[src/rtl/ip_dram_bridge.sv]
// ip_dram_bridge: Z80 I/O-port bridge to a 128-bit DRAM line interface.
// The CPU loads a 27-bit word address and a 16-byte line buffer through eight
// I/O ports, then issues a line read or line write. Status reports completion.
// Optional feature macro: IP_DRAM_BRIDGE_TIMEOUT_EN (read-wait watchdog and
// status error bit). When undefined, WAIT_RD waits indefinitely and the error
// bit reads 0.
module ip_dram_bridge #(
    parameter logic [7:0]  IO_BASE        = 8'h10,
    parameter int unsigned TIMEOUT_CYCLES = 4096
) (
    input  logic         clk,
    input  logic         reset_n,
    input  logic         sdram_init_busy,
    input  logic [7:0]   bus_address,
    input  logic         bus_ioreq,
    input  logic         bus_write,
    input  logic         bus_valid,
    output logic         bus_ready,
    input  logic [7:0]   bus_wdata,
    output logic [7:0]   bus_rdata,
    output logic         bus_rdata_en,
    output logic [26:0]  dram_address,
    output logic         dram_write,
    output logic         dram_valid,
    input  logic         dram_ready,
    output logic [127:0] dram_wdata,
    output logic [15:0]  dram_wdata_mask,
    input  logic [127:0] dram_rdata,
    input  logic         dram_rdata_en
);

    typedef enum logic [1:0] {StIdle, StReq, StWaitRd} state_t;

    state_t           state_q, state_d;
    logic             cmd_wr_q, cmd_wr_d;
    logic [26:0]      addr_q, addr_d;
    logic [3:0]       idx_q, idx_d;
    logic [15:0]      mask_q, mask_d;
    logic [15:0][7:0] buf_q, buf_d;
    logic             err_q, err_d;
    logic [7:0]       rdata_q, rdata_d;
    logic             rdata_en_q, rdata_en_d;

`ifdef IP_DRAM_BRIDGE_TIMEOUT_EN
    localparam int unsigned CntW = $clog2(TIMEOUT_CYCLES) + 1;
    logic [CntW-1:0] cnt_q, cnt_d;
`endif

    logic       hit;
    logic       busy;
    logic       stall;
    logic       accept;
    logic [2:0] offset;

    assign offset = bus_address[2:0];
    assign busy   = (state_q != StIdle);
    assign hit    = bus_valid & bus_ioreq & (bus_address[7:3] == IO_BASE[7:3]);
    // Status port stays reachable so the CPU can poll while a line moves.
    assign stall  = (busy | sdram_init_busy) & (offset != 3'd7);
    assign accept = hit & ~stall;

    assign bus_ready       = accept;
    assign bus_rdata       = rdata_q;
    assign bus_rdata_en    = rdata_en_q;
    assign dram_valid      = (state_q == StReq);
    assign dram_write      = cmd_wr_q;
    assign dram_address    = {addr_q[26:3], 3'b000};
    assign dram_wdata      = buf_q;
    assign dram_wdata_mask = mask_q;

    // Next-state: bus port decode, then FSM (FSM error-set wins over status-read clear).
    always_comb begin
        state_d    = state_q;
        cmd_wr_d   = cmd_wr_q;
        addr_d     = addr_q;
        idx_d      = idx_q;
        mask_d     = mask_q;
        buf_d      = buf_q;
        err_d      = err_q;
        rdata_d    = 8'h00;
        rdata_en_d = 1'b0;
`ifdef IP_DRAM_BRIDGE_TIMEOUT_EN
        cnt_d      = cnt_q;
`endif

        if (accept) begin
            if (bus_write) begin
                unique case (offset)
                    3'd0: addr_d[7:0]   = bus_wdata;
                    3'd1: addr_d[15:8]  = bus_wdata;
                    3'd2: addr_d[23:16] = bus_wdata;
                    3'd3: addr_d[26:24] = bus_wdata[2:0];
                    3'd4: idx_d         = bus_wdata[3:0];
                    3'd5: begin
                        buf_d[idx_q]  = bus_wdata;
                        mask_d[idx_q] = 1'b0;
                        idx_d         = idx_q + 4'd1;
                    end
                    3'd6: begin
                        if (bus_wdata == 8'h01) begin
                            state_d  = StReq;
                            cmd_wr_d = 1'b0;
                        end else if (bus_wdata == 8'h02) begin
                            state_d  = StReq;
                            cmd_wr_d = 1'b1;
                        end
                    end
                    3'd7: ;
                endcase
            end else begin
                rdata_en_d = 1'b1;
                unique case (offset)
                    3'd0: rdata_d = addr_q[7:0];
                    3'd1: rdata_d = addr_q[15:8];
                    3'd2: rdata_d = addr_q[23:16];
                    3'd3: rdata_d = {5'b00000, addr_q[26:24]};
                    3'd4: rdata_d = {4'b0000, idx_q};
                    3'd5: begin
                        rdata_d = buf_q[idx_q];
                        idx_d   = idx_q + 4'd1;
                    end
                    3'd6: rdata_d = 8'h00;
                    3'd7: begin
                        rdata_d = {5'b00000, err_q, sdram_init_busy, busy};
                        err_d   = 1'b0;
                    end
                endcase
            end
        end

        unique case (state_q)
            StIdle: ;
            StReq: begin
                if (dram_ready) begin
                    if (cmd_wr_q) begin
                        state_d = StIdle;
                        mask_d  = 16'hFFFF;
                        idx_d   = 4'd0;
                    end else begin
                        state_d = StWaitRd;
`ifdef IP_DRAM_BRIDGE_TIMEOUT_EN
                        cnt_d   = '0;
`endif
                    end
                end
            end
            StWaitRd: begin
                if (dram_rdata_en) begin
                    buf_d   = dram_rdata;
                    idx_d   = 4'd0;
                    state_d = StIdle;
                end
`ifdef IP_DRAM_BRIDGE_TIMEOUT_EN
                else if (cnt_q == CntW'(TIMEOUT_CYCLES - 1)) begin
                    state_d = StIdle;
                    err_d   = 1'b1;
                end else begin
                    cnt_d = cnt_q + 1'b1;
                end
`endif
            end
            default: state_d = StIdle;
        endcase
    end

    // State and register update.
    always_ff @(posedge clk or negedge reset_n) begin
        if (!reset_n) begin
            state_q    <= StIdle;
            cmd_wr_q   <= 1'b0;
            addr_q     <= '0;
            idx_q      <= '0;
            mask_q     <= 16'hFFFF;
            buf_q      <= '0;
            err_q      <= 1'b0;
            rdata_q    <= '0;
            rdata_en_q <= 1'b0;
`ifdef IP_DRAM_BRIDGE_TIMEOUT_EN
            cnt_q      <= '0;
`endif
        end else begin
            state_q    <= state_d;
            cmd_wr_q   <= cmd_wr_d;
            addr_q     <= addr_d;
            idx_q      <= idx_d;
            mask_q     <= mask_d;
            buf_q      <= buf_d;
            err_q      <= err_d;
            rdata_q    <= rdata_d;
            rdata_en_q <= rdata_en_d;
`ifdef IP_DRAM_BRIDGE_TIMEOUT_EN
            cnt_q      <= cnt_d;
`endif
        end
    end

endmodule
[config.mk]
export PLATFORM = sky130hd
export DESIGN_NAME = ip_dram_bridge
export DESIGN_NICKNAME = d
export VERILOG_FILES = /design/src/rtl/ip_dram_bridge.sv
export SDC_FILE = /design/constraint.sdc
export NUM_CORES = 1
export LEC_CHECK = 0
export BUFFER_PORTS_ARGS = -buffer_cell sky130_fd_sc_hd__clkbuf_2
export CAP_MARGIN = 10
export CORE_ASPECT_RATIO = 1.5
export CORE_MARGIN = 3
export CORE_UTILIZATION = 47
export DETAILED_ROUTE_END_ITERATION = 8
export MAX_ROUTING_LAYER = met4
export PLACE_DENSITY = 0.87
export SLEW_MARGIN = 40
export SYNTH_ARGS = -nofsm -noshare
export SYNTH_HDL_FRONTEND = slang
export SYNTH_SLANG_ARGS = --single-unit
[constraint.sdc]
create_clock -name clk -period 2 [get_ports clk]
set_input_delay 0.2 -clock clk [delete_from_list [all_inputs] [get_ports clk]]
set_output_delay 0.2 -clock clk [all_outputs]
set_load 0.01 [all_outputs]
# Word-level counts from Yosys, hierarchy flattened
# Index checks and enable logic that the tools add are counted.
# totals
reg_bits	187
in_bits	152
wordCells	102
# classes
n_addsub	1
n_lt_le_gt_ge	2
eq_ne	13
mux	42
bitwise	8
reduce_logical	10
# ops
cell	count
$mux W128	5
$bwmux W128	1
$mux W16	6
$pmux W8 S8	1
$bmux W8 S4	1
$demux W8 S4	1
$mux W8	4
$mux W4	6
$and A16 B16 Y16	1
$mux W2	8
$not A16 Y16	1
$pmux W4 S2	2
$eq A3 B3 Y1 const B	4
$reduce_and A3 Y1	4
$eq A8 B1 Y1 const B	1
$eq A8 B2 Y1 const B	1
$eq A3 B2 Y1 const B	2
$pmux W2 S3	1
$eq A5 B2 Y1 const B	1
$lt A4 B5 Y1 const B	1
$mux W1	5
$add A4 B1 Y4 const B	1
$and A1 B1 Y1	4
$demux W1 S4	1
other kinds (12)	13

# Longest topological paths before layout
# logic_depth
depth_word	12
depth_mapped	9
mapped_depth_nobuf	7

# Least setup slack after synthesis
# Ideal clock, no wire load.
# synth_timing
path_type	reg-to-reg
startpoint	reg state_q[0]
endpoint	reg addr_q[16]
setup_ns	0.125
arrival_ns	1.945
required_time_ns	1.875
path_slack_ns	-0.070
path_stages_with_launch	8
path_buffers	1
path_cell_list	dfrtp_1 -> inv_1 -> ha_1 -> and2b_1 -> o2111ai_4 -> or4_1 -> buf_6 -> mux2_4
# synth_between
elab_chain_cells	6
# synth_lines
item	line_no	rtl
from (decl)	34	state_t state_q, state_d;
from (signal assigned)	169	state_q <= StIdle;
from (signal assigned)	182	state_q <= state_d;
$reduce_bool A2 Y1	56	assign busy = (state_q != StIdle);
$or A1 B1 Y1	59	assign stall = (busy | sdram_init_busy) & (offset != 3'd7);
$and A1 B1 Y1	59	
$not A1 Y1	60	assign accept = hit & ~stall;
$and A1 B1 Y1	60	
$reduce_and A3 Y1 (no source line)	--	
to (signal assigned)	184	addr_q <= addr_d;
to (decl)	36	logic [26:0] addr_q, addr_d;
# No other way between the ends.
# A chain may end at the register's enable or synchronous reset.

==> summary.md <==
| Metric | Value |
|---|---|
| Outcome | complete, but fails checks |
| Failing checks | negative setup slack |
| Post-route ant nets | 0 |
| Reg-to-Reg End | dram_wdata[46]$_DFF_PN0_ |
| Yosys cell types | 65 |
| Flops & latches, synth | 187 |
| Row cnt | 66 |
| Post-synth EDFFs | 0 |
| Maximum root-to-sink buffer count | 2 |
| Final Setup Violations | 59 |
| Area of the multi-input gates | 5660 sq um |
| Routed len/inst | 28.0 um |
| Synth Instances | 1015 |
| Max-slew violations | 0 |
| Pwr Total | 8.89 mW |
| Placed inst area | 13100 sq um |
| Detailed placer's ending HPWL | 32400 um |
| Overflow after GRT | 0 |
| Mean number of vias per cell | 6.86 |
| Synth-to-Final Area Change | 46.5% |
| Die Y | 190 um |
| Largest net degree at the start of global routing | 68 |
| Final nets | 1609 |
| Worst path cell trace | inv_2 > ha_4 > and4b_1 > and4_4 > buf_6 > clkbuf_16 > buf_12 > a31oi_4 > a221o_1 |
| Syn avg cell area | 10.5 sq um |
| Clock tree sinks | 187 |
| Initial core utilization | 48.3% |
| TritonCTS clock tree | done |
| Worst path depth | 9 |
| Met2 WL post-DR | 22800 um |
| Slowest cell on the critical path | dfrtp_1 |
| Routed WL | 48600 um |
| Post-Syn Area | 10600 sq um |
| Num CTS Buffers | 17 |
| Worst path buffer plus inverter count | 4 |
| Worst Skew | 0.0112 ns |
| Maxcap violations | 0 |
| Worst IR Drop VDD | 0.559 mV |
| Drt drc | 0 |
| WL met3 | 5590 um |
| Reg area | 4700 sq um |
| Worst-Margin Slew | 0.563 ns |
| Clk slew on worst S/H paths | 0.08 ns |
| Fmax | 0.466 GHz |
| Root Buffer | clkbuf_16 |
| Vias in the first global route | 11.7k |
| Wire length on met1 | 15900 um |
| Worst path top cell family by delay | buffers and inverters |
| Pre-Repair DR Iteration Count | 6 |
| Seq/Total Area, Yosys | 44.3% |
| Pleak | 7.44 nW |
| RD Place Congestion | 0.991 |
| Port bufs | 331 |
| Final min period | 2.15 ns |
| Worst min-delay path class | in -> reg |
| IO Pins | 335 |
| Final worst-path cycle share | 107% |
| Max Used Layer | met4 |
| R2R Setup Slk | -0.15 ns |
| RSZ-0062 raised after global routing | true |
| Kind of critical path | reg -> reg |
| First-iteration detailed-routing DRC count | 1545 |
| Synth Flop Type | dfrtp_1 |
| Total core area | 22000 sq um |
| Vias | 11.9k |
| CP max FO | 7 |
| WP data required | 2.32 ns |
| H-tree levels | 4 |
| Clk_lat worst skew | 0.45 ns |
| Warnings, synthesis | 0 |
| Die area | 24500 sq um |
| Pwr dens | 571 nW/um^2 |
| Fillcell total | 1462 |
| Final worst slack | -0.148 ns |
| FF-to-FF Start | state_q[0]$_DFF_PN0_ |
| Total track usage | 38.7% |
| Largest stage delay on the critical path | 0.40 ns |
| Share of layout cells above drive strength 1 | 46.5% |
| Max_slew headroom | 62.5% |
| Crit path to | dram_wdata[46]$_DFF_PN0_ |
| Final instance area | 15600 sq um |
| First-pass GRT wire length | 69800 um |
| Final core utilization | 70.8% |
| Initial antenna violation count | 2 |
| Share of flip-flops with an asynchronous set or reset | 100% |
| Worst setup EP type | register |
| Worst Reg-to-Reg Cells | 9 |
| Hold Fails Final Rpt | 0 |
| Crit path launch | state_q[0]$_DFF_PN0_ |
| Worst Setup Start Kind | register |
| Worst Path Arrival | 2.47 ns |
| Chip width | 129 um |
## worst reg2reg max path, cell delays in order, from the launching register on
cell and delay (ns):
dfrtp_1 0.40, inv_2 0.09, ha_4 0.14, and4b_1 0.19, and4_4 0.29, buf_6 0.15, clkbuf_16 0.18, buf_12 0.16
a31oi_4 0.10, a221o_1 0.33
## cell type report
| type | instances | area share [%] |
|---|---|---|
| Antenna cell | 2 | 0.0322 |
| Clock buffer | 19 | 2.91 |
| Clock inverter | 13 | 1.01 |
| Inverter | 28 | 0.675 |
| Multi-Input combinational cell | 647 | 36.4 |
| Sequential cell | 187 | 30.2 |
| Tap cell | 272 | 2.19 |
| Timing Repair Buffer | 567 | 26.6 |
## placed cells by master (no fill, tap or decap), types with 5 or more instances in the layout
master / Yosys / routed
clkbuf_2: 0 / 329
dfrtp_1: 171 / 169
nand2_1: 143 / 141
a221o_1: 128 / 128
a31oi_1: 130 / 103
buf_4: 41 / 103
dlygate4sd3_1: 0 / 85
mux4_2: 31 / 31
a31oi_4: 0 / 26
inv_1: 28 / 25
buf_12: 0 / 25
mux2_2: 25 / 23
clkbuf_16: 0 / 21
o21bai_1: 16 / 16
dfstp_2: 16 / 16
buf_6: 1 / 16
a21oi_1: 20 / 15
o21ai_0: 14 / 13
and3_4: 0 / 13
mux2_4: 8 / 10
and2_1: 10 / 7
ha_1: 9 / 7
nor2b_1: 8 / 6
a22oi_2: 0 / 5
a21oi_2: 0 / 5
mux2i_1: 6 / 5
clkinvlp_4: 0 / 5
## where the power goes
| part | switching, mW | internal (mW) |
|---|---|---|
| Combinational | 0.804 | 0.621 |
| Clock | 1.62 | 1.94 |
| Sequential | 0.0711 | 3.82 |
| Total | 2.50 | 6.39 |
## synth_stat cells (8+ instances only)
library cell / n / area, sq um
dfrtp_1: 171 / 4280
nand2_1: 143 / 537
a31oi_1: 130 / 813
a221o_1: 128 / 1280
clkbuf_1: 79 / 297
buf_4: 41 / 308
mux4_2: 31 / 698
inv_1: 28 / 105
buf_2: 27 / 135
mux2_2: 25 / 282
a21oi_1: 20 / 100
and3_1: 17 / 106
dfstp_2: 16 / 420
o21bai_1: 16 / 120
o21ai_0: 14 / 70.1
and2_1: 10 / 62.6
a22oi_1: 9 / 67.6
ha_1: 9 / 113
buf_1: 8 / 30.0
mux2_4: 8 / 120
nor2b_1: 8 / 50.1
## cell families (layout without fill, tap and decap cells)
kind of cell / count (synthesis) / in the layout / share of synthesized area (%)
other: 1 / 5 / 0.0353
and+or+nand+nor: 213 / 214 / 9.40
adders and majority gates: 9 / 9 / 1.06
xor gates and xnor gates: 1 / 1 / 0.0825
DFF: 187 / 187 / 44.3
muxes: 70 / 70 / 10.9
buffers and inverters: 184 / 627 / 8.34
AOI/OAI and AO/OA: 350 / 350 / 25.9
## state kept, by name (all words and copies together), names as in the netlist
| signal | flops |
|---|---|
| bus_rdata_en | 1 |
| idx_q | 4 |
| state_q | 2 |
| addr_q | 27 |
| bus_rdata | 8 |
| dram_write | 1 |
| dram_wdata | 128 |
| dram_wdata_mask | 16 |
## repair_timing
action,CTS,global route
gates cloned,3,5
hold buffers,83,2
hold endpoints to repair,130,2
resized for setup,27,103
pin swaps,4,70
buffers inserted,10,9
setup endpoints to repair,123,148
## per-layer routing
layer | up-vias | GRT usage (%)
met1 | 5630 | 44.3
met5 | - | -
met3 | 336 | 8.65
met2 | 1164 | 60.3
li1 | 4771 | -
met4 | 0 | 25.9
## stage by stage
stage,hold slack [ns],TNS (ns),instances,setup WS (ns)
after floorplan,-0.0956,-0.176,1017,-0.0220
after global placement,0.225,-1.52,1593,-0.141
after detailed placement,0.226,-5.21,1593,-0.140
after CTS,0.000117,-0.124,1721,-0.0225
after global routing,-0.000455,-4.05,1735,-0.152
final,0.00301,-2.59,1735,-0.148
## worst min-delay path by stage
stage	from	end	slack, ns	cells past startpoint
6_report	dram_rdata[95]	dram_wdata[95]$_DFF_PN0_	0.003	2
4_1_cts	dram_rdata[57]	dram_wdata[57]$_DFF_PN0_	0.0001	2
3_3_place_gp	reset_n	dram_wdata[12]$_DFF_PN0_	0.22	1
5_1_grt	dram_rdata[95]	dram_wdata[95]$_DFF_PN0_	-0.0005	2
3_5_place_dp	reset_n	dram_wdata[6]$_DFF_PN0_	0.23	1
2_1_floorplan	reset_n	addr_q[0]$_DFFE_PN0P_	-0.1	0
Power figures use the tool's default switching activity.
